**config.mk**
```make
export PLATFORM = sky130hd
export DESIGN_NAME = button_pulser
export DESIGN_NICKNAME = d
export VERILOG_FILES = /design/src/rtl/button_pkg.sv /design/src/rtl/hold_timer.sv /design/src/rtl/button_pulser.sv
export SDC_FILE = /design/constraint.sdc
export NUM_CORES = 1
export LEC_CHECK = 0
export ABC_AREA = 1
export BUFFER_PORTS_ARGS = -buffer_cell sky130_fd_sc_hd__buf_2
export CORE_AREA = 2 2 39 41
export CTS_CLUSTER_DIAMETER = 30
export DETAILED_ROUTE_END_ITERATION = 8
export DIE_AREA = 0 0 41 43
export PLACE_DENSITY = 0.61
export SLEW_MARGIN = 15
export SYNTH_ARGS = -nofsm -noshare
export SYNTH_HDL_FRONTEND = slang
export SYNTH_HIERARCHICAL = 1
export SYNTH_SLANG_ARGS = --single-unit
```
**constraint.sdc**
```tcl
create_clock -name clock_i -period 2.7 [get_ports clock_i]
set_clock_uncertainty 0.05 [all_clocks]
set_input_delay 0.135 -clock clock_i [delete_from_list [all_inputs] [get_ports clock_i]]
set_output_delay 0.135 -clock clock_i [all_outputs]
set_load 0.02 [all_outputs]
```
**src/rtl/button_pkg.sv**
```systemverilog
// Shared types and widths for the button pulser and its hold timer.
package button_pkg;

    typedef enum logic [1:0] {
        IDLE,
        PRESSED,
        REPEAT
    } state_e;

    localparam int CNT_W  = 20;
    localparam int PCNT_W = 8;

endpackage

```
**src/rtl/hold_timer.sv**
```systemverilog
// Clearable 20-bit cycle counter with a terminal-count compare against limit_i.
module hold_timer
    import button_pkg::*;
(
    input  logic             clock_i,
    input  logic             reset_n_i,
    input  logic             clear_i,
    input  logic             enable_i,
    input  logic [CNT_W-1:0] limit_i,
    output logic             done_o
);

    logic [CNT_W-1:0] cnt_q;
    logic [CNT_W-1:0] cnt_d;

    always_comb begin
        cnt_d = cnt_q;
        if (clear_i) begin
            cnt_d = '0;
        end else if (enable_i) begin
            cnt_d = cnt_q + CNT_W'(1);
        end
    end

    always_ff @(posedge clock_i) begin
        if (!reset_n_i) begin
            cnt_q <= '0;
        end else begin
            cnt_q <= cnt_d;
        end
    end

    assign done_o = (cnt_q == limit_i);

endmodule

```
**src/rtl/button_pulser.sv**
```systemverilog
// Turns a debounced button level into press/repeat/release strobes and a press count.
// Auto-repeat is built only when BUTTON_PULSER_REPEAT_EN is defined.
module button_pulser
    import button_pkg::*;
#(
    parameter int HOLD_DELAY    = 500000,
    parameter int REPEAT_PERIOD = 100000
) (
    input  logic              clock_i,
    input  logic              reset_n_i,
    input  logic              cleanclk_i,
    output logic              pulse_o,
    output logic              release_o,
    output logic              held_o,
    output logic [PCNT_W-1:0] press_count_o
);

    localparam logic [CNT_W-1:0] HOLD_LIM = CNT_W'(HOLD_DELAY - 1);
    localparam logic [CNT_W-1:0] REP_LIM  = CNT_W'(REPEAT_PERIOD - 1);

    state_e            state_q;
    logic              pulse_q;
    logic              release_q;
    logic              held_q;
    logic [PCNT_W-1:0] count_q;

    logic             timer_clear;
    logic             timer_enable;
    logic             timer_done;
    logic [CNT_W-1:0] timer_limit;

    always_comb begin
        timer_limit = (state_q == REPEAT) ? REP_LIM : HOLD_LIM;
`ifdef BUTTON_PULSER_REPEAT_EN
        timer_clear  = (state_q == IDLE) || !cleanclk_i || timer_done;
        timer_enable = 1'b1;
`else
        // Without repeat the count parks at its terminal value for the rest of the hold.
        timer_clear  = (state_q == IDLE) || !cleanclk_i;
        timer_enable = !timer_done;
`endif
    end

    hold_timer u_hold_timer (
        .clock_i   (clock_i),
        .reset_n_i (reset_n_i),
        .clear_i   (timer_clear),
        .enable_i  (timer_enable),
        .limit_i   (timer_limit),
        .done_o    (timer_done)
    );

    always_ff @(posedge clock_i) begin
        if (!reset_n_i) begin
            state_q   <= IDLE;
            pulse_q   <= 1'b0;
            release_q <= 1'b0;
            held_q    <= 1'b0;
            count_q   <= '0;
        end else begin
            pulse_q   <= 1'b0;
            release_q <= 1'b0;
            case (state_q)
                IDLE: begin
                    if (cleanclk_i) begin
                        pulse_q <= 1'b1;
                        count_q <= count_q + PCNT_W'(1);
                        held_q  <= 1'b1;
                        state_q <= PRESSED;
                    end else begin
                        held_q  <= 1'b0;
                    end
                end
                PRESSED: begin
                    if (!cleanclk_i) begin
                        release_q <= 1'b1;
                        held_q    <= 1'b0;
                        state_q   <= IDLE;
                    end else begin
                        held_q    <= 1'b1;
`ifdef BUTTON_PULSER_REPEAT_EN
                        if (timer_done) begin
                            pulse_q <= 1'b1;
                            count_q <= count_q + PCNT_W'(1);
                            state_q <= REPEAT;
                        end
`endif
                    end
                end
`ifdef BUTTON_PULSER_REPEAT_EN
                REPEAT: begin
                    if (!cleanclk_i) begin
                        release_q <= 1'b1;
                        held_q    <= 1'b0;
                        state_q   <= IDLE;
                    end else begin
                        held_q    <= 1'b1;
                        if (timer_done) begin
                            pulse_q <= 1'b1;
                            count_q <= count_q + PCNT_W'(1);
                        end
                    end
                end
`endif
                default: begin
                    held_q  <= 1'b0;
                    state_q <= IDLE;
                end
            endcase
        end
    end

    assign pulse_o       = pulse_q;
    assign release_o     = release_q;
    assign held_o        = held_q;
    assign press_count_o = count_q;

endmodule

```
After elaboration in Yosys (flattened, before gate mapping)
Cells that the tools add are included.

cells by class
  reduce and logical (&&, ||, !) cells = 7
  equality and inequality tests = 3
  mux-type cells = 5
  $add $sub $neg = 1

operators by type and width
  cell                   count
  $reduce_and A2 Y1      5
  $add A8 B1 Y8 const B  1
  $mux W2                2
  $ne A2 B2 Y1 const B   2
  $pmux W2 S2            1
  $eq A2 B1 Y1 const B   1
  $logic_not A2 Y1       1
  $mux W1                2
  $reduce_or A2 Y1       1

word-level totals
  bits in registers = 13

Depth between registers and ports, before layout
  depth after elaboration = 3
  gate-level depth with buffers = 8
  gate-level depth less buffers = 8

Least setup slack after synthesis
Ideal clock, no wire load.

  path kind = register -> register
  from = reg count_q[0], in the netlist press_count_o[0]
  to = reg count_q[4], in the netlist press_count_o[4]
  cell stages (with the launch flop) = 7
  setup slack = 1.456 ns
  arrival = 1.079 ns
  setup time = 0.115 ns
  buffers on the path = 0
  clock period less this slack = 1.244 ns
  path through = dfxtp_1 > ha_1 > nand2_1 > nor2_2 > inv_1 > o21ai_1 > nor2_1

between the ends
  cells in the longest elaborated chain, start to end = 1

ends and longest elaborated chain
  element                   RTL line             text
  start: declaration        button_pulser.sv:25  logic [PCNT_W-1:0] count_q;
  start signal: assignment  button_pulser.sv:67  count_q <= count_q + PCNT_W'(1);
  $add A8 B1 Y8             button_pulser.sv:67

Every way passes these cells.
A chain may end at the register's enable or synchronous reset.

Worst setup path after layout
  from = reg state_q[0]
  to = reg count_q[4], in the netlist press_count_o[4]

between the ends
  cells in the longest elaborated chain, start to end = 2

ends and longest elaborated chain
  element                             RTL line             text
  start: declaration                  button_pulser.sv:21  state_e state_q;
  start signal: assignment            button_pulser.sv:55  state_q <= IDLE;
  start signal: assignment            button_pulser.sv:69  state_q <= PRESSED;
  start signal: assignment            button_pulser.sv:78  state_q <= IDLE;
  $logic_not A2 Y1                    button_pulser.sv:63  case (state_q)
  $reduce_and A2 Y1 (no source line)  n/a

Every way passes these cells.

==> key figures <==
Status
  • Status: completed

Pwr
  • Total power: 351.4 uW
  • Leakage: between 0.2 and 0.3 nW
  • Worst vdd ir: about 0.25 mV
  • Pwr dens: 590.0 nW/um2

Clocking
  • Post-CTS setup buffer count: 0
  • Sink Count: 12
  • # hold bufs at CTS: 0
  • Htree depth: 1
  • CTS resizes: 0
  • CTS tree: built
  • Skew-Pair Late Insertion Delay: ~0.26 ns
  • Root buffer cell: clkbuf_4
  • CTS Buf Count: 3
  • CTS max path bufs: 2
  • Clock transition at path regs: ~0.07 ns

Drt
  • Final wirelength: 834 um
  • Residual DRC count: 0
  • First-pass detailed-route iteration total: 4
  • Via density: about 4.6
  • Wire per inst: 8.779 um
  • Vias: roughly 440
  • Initial DRC count: 8
  • Final ANT Viol Nets: 0

Layout
  • Synth-to-Final Area Change: 20.81%
  • Post-layout utilization of the core: 0.4304
  • ANT cells: 0
  • Final instance area: around 600 um2
  • # fillers: around 150
  • Share of cells above drive strength 1: 0.2532
  • Fin nets: 86

Synth
  • Yosys top cell area share: 0.4873
  • Syn Area/Cell: about 7.7 um2
  • Leading post-synthesis cells by cell area: dfxtp_1 (49%), nand2_1 (9.1%), inv_1 (8.4%)
  • Gate Count Post-Synth: between 60 and 70
  • Yosys warnings: 6
  • Synth Register Bits: 12
  • Cell taking the most area after synthesis: dfxtp_1
  • Register area share after synthesis: 0.4873
  • Synthesized area: 493.0 um2
  • Post-synth cell types: 15
  • Synthesized Nets: 69

STA
  • Fin crit share: 0.4787
  • Final hold vios: 0
  • Final period demand of the worst path: approximately 1.3 ns
  • Normalized max-slew margin: 0.8675
  • Worst Max-Slew Pin Slew: around 0.20 ns
  • Setup TNS: 0 ns
  • Final Max Tran Viols: 0
  • RSZ-0062 raised after global routing: no
  • # setup viols final: 0
  • Max Clock Freq: between 0.7 and 0.8 GHz

GRT
  • Largest net degree at the start of global routing: 12
  • Vias in the first global route: 348
  • Antenna violations before repair: 0
  • GRT Total Usage: 0.1159
  • Total grt overflow: 0
  • First-pass GRT wire length: 1.352 mm

Hold path
  • Hold path start: cleanclk_i
  • Hold Crit Class: in2reg
  • Worst hold stages: 2
  • Hold endpoint: release_o

Place
  • Gp weighted congestion: between 0.7 and 0.8
  • Post-DP Area: between 500 and 600 um2
  • PortBufs: 13
  • DPL Wire Length: around 630 um

Floorplan
  • Die Area: 1763 um2
  • Initial Utilization: 0.3562
  • Core ar.: approximately 1400 um2
  • Num rows: 14
  • Die Ht: 43 um
  • IO Count: 14
  • DIE WIDTH: ~41 um

Setup path
  • Crit end category: register
  • CP arrival: roughly 1.4 ns
  • Worst Reg-to-Reg Cells: 7
  • Reg-to-Reg End: press_count_o[4]
  • CP max FO: 6
  • Reg-to-reg slack, setup: about 1.4 ns
  • Critical path class: reg2reg
  • Crit start category: register
  • Crit Reg-Reg Startpoint: state_q[0]
  • Required @ worst endpoint: 2.81 ns

Run
  • Max_cap viols: 0
## critical path, cell delays in order, from the launching register on
cell	delay, ns
dfxtp_1	0.34
inv_1	0.06
ha_1	0.24
nand2_1	0.11
nor2_2	0.16
inv_1	0.07
o21ai_1	0.11
nor2_1	0.04
## synthesized netlist by cell type
| cell | n |
|---|---|
| o21ai_0 | 4 |
| nand2_2 | 1 |
| nor2_1 | 7 |
| dfxtp_1 | 12 |
| o21ai_1 | 1 |
| nor2_2 | 1 |
| nand3_1 | 1 |
| ha_1 | 2 |
| nand4_1 | 1 |
| nor2_4 | 1 |
| buf_2 | 1 |
| nand3_2 | 1 |
| nand2_1 | 12 |
| inv_1 | 11 |
| a21oi_1 | 8 |
## registers in the layout, indices dropped and copies added, names as in the netlist
signal / count
state_q: 1
pulse_o: 1
release_o: 1
press_count_o: 8
held_o: 1
## layer usage
metal | vias to the layer above | share of wire | global-route usage
li1 | 232 | - | -
met1 | 192 | 0.51 | 0.1564
met2 | 12 | 0.45 | 0.1531
met3 | 0 | 0.044 | 0.03141
met4 | 0 | 0 | 0.08000
met5 | - | 0 | 0
## stage by stage
step	std cells	worst slack (ns)	hold slack, ns
final	95	1.407	0.01255
after global routing	95	1.268	0.008388
after CTS	95	1.402	0.004098
after detailed placement	92	1.422	0.2882
after global placement	92	1.423	0.2843
after floorplan	64	1.456	0.1567
## report_power, final
| part | total, mW | internal, mW | switching, mW | leakage (nW) |
|---|---|---|---|---|
| clock | 0.106 | 0.0514 | 0.0545 | 0.0138 |
| combinational | 0.0484 | 0.0174 | 0.0310 | 0.183 |
| sequential | 0.197 | 0.188 | 0.00899 | 0.0980 |
## worst max-delay path by stage
stage / from / to / slack, ns / depth (start not counted)
floorplan: press_count_o[0] / press_count_o[4] / 1.46 / 6
global placement: state_q[0] / press_count_o[4] / 1.42 / 7
detailed placement: state_q[0] / press_count_o[4] / 1.42 / 7
CTS: state_q[0] / press_count_o[4] / 1.40 / 7
global route: state_q[0] / press_count_o[4] / 1.27 / 7
finish: state_q[0] / press_count_o[4] / 1.41 / 7
## cells in the final DEF (no fill, tap or decap)
master	Yosys	layout
ha_1	2	2
nand3_1	1	1
nor2_1	7	7
o21ai_0	4	4
dfxtp_1	12	12
nor2_4	1	1
clkbuf_4	0	3
nand2_1	12	12
o21ai_1	1	1
buf_2	1	13
nand2_2	1	1
a21oi_1	8	8
nand3_2	1	1
nand4_1	1	1
nor2_2	1	1
inv_1	11	11
## area by class of cell
type	count	area (um2)	share of cell area
inverters	11	41.29	0.06933
clock buffers	3	22.52	0.03782
multi-input cells	40	206.4	0.3466
repair buffers	13	65.06	0.1092
well taps	16	20.02	0.03361
flip-flops and latches	12	240.2	0.4034
## logic make-up after synthesis
family                   Yosys count  synth area share
AO/OA/AOI/OAI                     13            0.1320
adder cells (fa/ha/maj)            2           0.05075
buffers and inverters             12           0.09390
flip-flops                        12            0.4873
AND/OR/NAND/NOR                   25            0.2361
(Power assumes the default switching activity.)
